[config.mk]
export PLATFORM = sky130hd
export DESIGN_NAME = counter4bit_down
export DESIGN_NICKNAME = d
export VERILOG_FILES = /design/src/rtl/counter4bit_down.sv
export SDC_FILE = /design/constraint.sdc
export NUM_CORES = 1
export LEC_CHECK = 0
export BUFFER_PORTS_ARGS = -buffer_cell sky130_fd_sc_hd__buf_2
export CORE_AREA = 3 3 40 42
export DETAILED_ROUTE_END_ITERATION = 7
export DIE_AREA = 0 0 43 45
export PLACE_DENSITY = 0.76
export REMOVE_ABC_BUFFERS = 1
export SLEW_MARGIN = 0
export SYNTH_ARGS = -nofsm -noshare
export SYNTH_HDL_FRONTEND = slang
export SYNTH_SLANG_ARGS = --single-unit
export TNS_END_PERCENT = 1
[constraint.sdc]
create_clock -name clk1 -period 2.7 [get_ports clk1]
set_input_delay 0.54 -clock clk1 [delete_from_list [all_inputs] [get_ports clk1]]
set_output_delay 0.54 -clock clk1 [all_outputs]
set_load 0.05 [all_outputs]
[src/rtl/counter4bit_down.sv]
// Loadable 4-bit down counter/timer with auto-reload and one-shot modes.
// Pin-compatible in output style with the lab's 4-bit up counter.
module counter4bit_down (
    input  logic       clk1,
    input  logic       rst,
    input  logic       load,
    input  logic [3:0] load_val,
    input  logic       mode_in,
    input  logic       en,
    output logic [3:0] count,
    output logic       b0,
    output logic       b1,
    output logic       b2,
    output logic       b3,
    output logic       tc,
    output logic       busy,
    output logic       done
);

    typedef enum logic [1:0] {
        IDLE = 2'd0,
        RUN  = 2'd1,
        DONE = 2'd2
    } state_t;

    state_t     state, state_n;
    logic [3:0] count_q, count_n;
    logic [3:0] reload_q, reload_n;
    logic       mode_q, mode_n;
    logic       tc_q, tc_n;

    always_ff @(posedge clk1) begin
        if (rst) begin
            state    <= IDLE;
            count_q  <= 4'd0;
            reload_q <= 4'd0;
            mode_q   <= 1'b0;
            tc_q     <= 1'b0;
        end else begin
            state    <= state_n;
            count_q  <= count_n;
            reload_q <= reload_n;
            mode_q   <= mode_n;
            tc_q     <= tc_n;
        end
    end

    // Load beats counting; underflow either reloads or parks the one-shot in DONE.
    always_comb begin
        state_n  = state;
        count_n  = count_q;
        reload_n = reload_q;
        mode_n   = mode_q;
        tc_n     = 1'b0;
        if (load) begin
            count_n  = load_val;
            reload_n = load_val;
            mode_n   = mode_in;
            state_n  = RUN;
        end else begin
            case (state)
                RUN: begin
                    if (en) begin
                        if (count_q != 4'd0) begin
                            count_n = count_q - 4'd1;
                        end else begin
                            tc_n = 1'b1;
                            if (mode_q) begin
                                state_n = DONE;
                            end else begin
                                count_n = reload_q;
                            end
                        end
                    end
                end
                default: begin
                    state_n = state;
                end
            endcase
        end
    end

    assign count = count_q;
    assign b0    = count_q[0];
    assign b1    = count_q[1];
    assign b2    = count_q[2];
    assign b3    = count_q[3];
    assign tc    = tc_q;
    // State is itself a flop, so these decodes change only on clk1 edges.
    assign busy  = (state == RUN);
    assign done  = (state == DONE);

endmodule

==> metrics.cfg <==
[pwr]
ir_drop_mv=0.342
total_power_uw=456
power.leakage_nw=0.353
power_density_nw_per_um2=602

[setup_path]
cp.arrival_ns=1.86
startpoint_type=flip-flop
critPathCaptureType=flip-flop
cp_max_fo=7
worstSetupPathType=reg -> reg
critical_path_required_ns=2.88

[cts]
clkLatencyLatePin_ns=0.28
h-tree-depth=1
cts-resized-gates=0
cts_setup_buffers=0
cts.sinks=12
cts.hold.buffers_added=0
clockRootBuffer=clkbuf_4
clockBufferDepth=2
numCtsBuffers=3
clk_pin_slew_ns=0.07
cts_tree=built

[sta]
hold_viol_final=0
slew_headroom=0.743
drv_slew=0
tightestPinTransition_ns=0.376
fmax_ghz=0.596
setup_tns_ns=0
rsz0062_at_grt=no
period_share=0.621
fin_skew_ns=0.00500
hold_ws_ns=0.497
min_period_ns=1.68
finalSetupViolCount=0

[finish]
final_common_cell=buf_2
layoutNonFillerInstCount=104
final_cell_mix=19 x buf_2, 13 x nor2_1, 12 x dfxtp_1
final_net_count=100
drive_above_1_share=0.281
layout-area-overhead-vs-synth_pct=17.2
n_antenna_cell=0

[min_path]
hp-class=in -> reg

[route]
dr.pass1.iters=4
drt-total-wl_mm=1.34
drc=0
drtIter0Drc=6
drtAntennaViolNets=0
vias_per_cell=5.52
wl_per_cell_um=12.8
num_vias=574

[synthesis]
synth-seq-cells=12
yosysSeqAreaShare=0.371
ys_warn_count=0
synth_cell_type_count=28
synthCells=72
synthesis.area_sq_um=647
syn_avg_cell_area_sq_um=8.98

[floorplan]
die_x_um=43
num_rows=13
die_area_sq_um=1940
core_area_sq_um=1280
die_y_um=45
initial_core_util=0.503
ios=20

[run]
cap_violations=0

[global_routing]
grt_pass1_vias=558
groute.usage.overall=0.168
grt_max_degree=13
antenna_found_initial=0
grt_first_pass_wirelength_mm=2.39
grt_overflow=0

[placed_design]
finalWeightedCongestion=0.851
portBuffers=19
place.detailed.hpwl_mm=1.01
post-place-cells=100

[outcome]
status=finished, final reports clean

==> layer usage <==
metal / routed length, um / vias to the layer above / global-route usage
met5: 0 / - / 0
met1: 584 / 262 / 0.183
met4: 40 / 0 / 0.127
li1: - / 288 / -
met3: 110 / 5 / 0.0279
met2: 599 / 19 / 0.293
==> power by group <==
part / internal [mW] / leakage, nW / switching [mW]
combinational: 0.0389 / 0.233 / 0.0734
clock: 0.0821 / 0.0210 / 0.0618
sequential: 0.188 / 0.0990 / 0.0127
==> path summary, 6_finish.rpt <==
kind	from	end	slack [ns]	cells after the start
worst max-delay path	count[0]	count[0]	1.02	5
worst max register to register	count[0]	count[0]	1.02	5
worst min register to register	reload_q[0]	reload_q[0]	0.51	2
worst min-delay path	mode_in	mode_q	0.50	3
==> registers in the layout, indices dropped and copies added (netlist names) <==
register  flops
tc            1
count         4
state         2
reload_q      4
mode_q        1
==> cell usage after synthesis, drive strengths merged <==
| cell | instances | area (sq um) |
|---|---|---|
| nor2b | 2 | 12.5 |
| nor2 | 13 | 48.8 |
| a21o | 1 | 7.51 |
| buf | 5 | 35.0 |
| dfxtp | 12 | 240 |
| a2111o | 1 | 11.3 |
| mux2 | 2 | 22.5 |
| and4bb | 1 | 12.5 |
| nand3b | 1 | 7.51 |
| o21a | 1 | 7.51 |
| nand2 | 2 | 7.51 |
| mux2i | 5 | 50.1 |
| nand4bb | 1 | 11.3 |
| clkbuf | 1 | 3.75 |
| a21oi | 1 | 5.00 |
| a221oi | 2 | 17.5 |
| a31oi | 2 | 12.5 |
| o21bai | 4 | 30.0 |
| nor3b | 1 | 18.8 |
| ha | 1 | 12.5 |
| a311oi | 1 | 8.76 |
| nand2b | 2 | 12.5 |
| inv | 5 | 18.8 |
| nand3 | 1 | 5.00 |
| o21ai | 2 | 10.0 |
| o2bb2ai | 1 | 8.76 |
| a2111oi | 1 | 8.76 |
==> critical path, stage by stage, from the launching register on <==
cell and delay (ns):
dfxtp_1 0.36, inv_1 0.08, ha_1 0.25, nor3b_4 0.28
mux2_1 0.34, a221oi_1 0.28
==> per-stage QoR <==
| step | util | setup WS (ns) | area (sq um) |
|---|---|---|---|
| floorplan | - | 0.473 | 608 |
| global placement | 0.562 | 1.12 | 722 |
| detailed placement | 0.562 | 1.03 | 722 |
| CTS | 0.590 | 1.01 | 758 |
| global route | 0.590 | 0.849 | 758 |
| finish | 0.590 | 1.02 | 758 |
==> final cells by class <==
| type | count | area (sq um) |
|---|---|---|
| tap | 15 | 18.8 |
| fill | 119 | 527 |
| sequential | 12 | 240 |
| clock buffer | 4 | 36.3 |
| timing repair buffer | 19 | 95.1 |
| inverter | 5 | 18.8 |
| multi-input combinational | 49 | 349 |
==> cell families (layout without fill, tap and decap cells) <==
logic type	Yosys count	count (layout)	synth area share
multiplexers	7	7	0.112
AND/OR/NAND/NOR	24	24	0.211
AO/OA/AOI/OAI	17	17	0.197
buffers and inverters	11	28	0.0890
flip-flops	12	12	0.371
adder cells (fa/ha/maj)	1	1	0.0193
No activity file was read; power rests on OpenSTA's default activity.
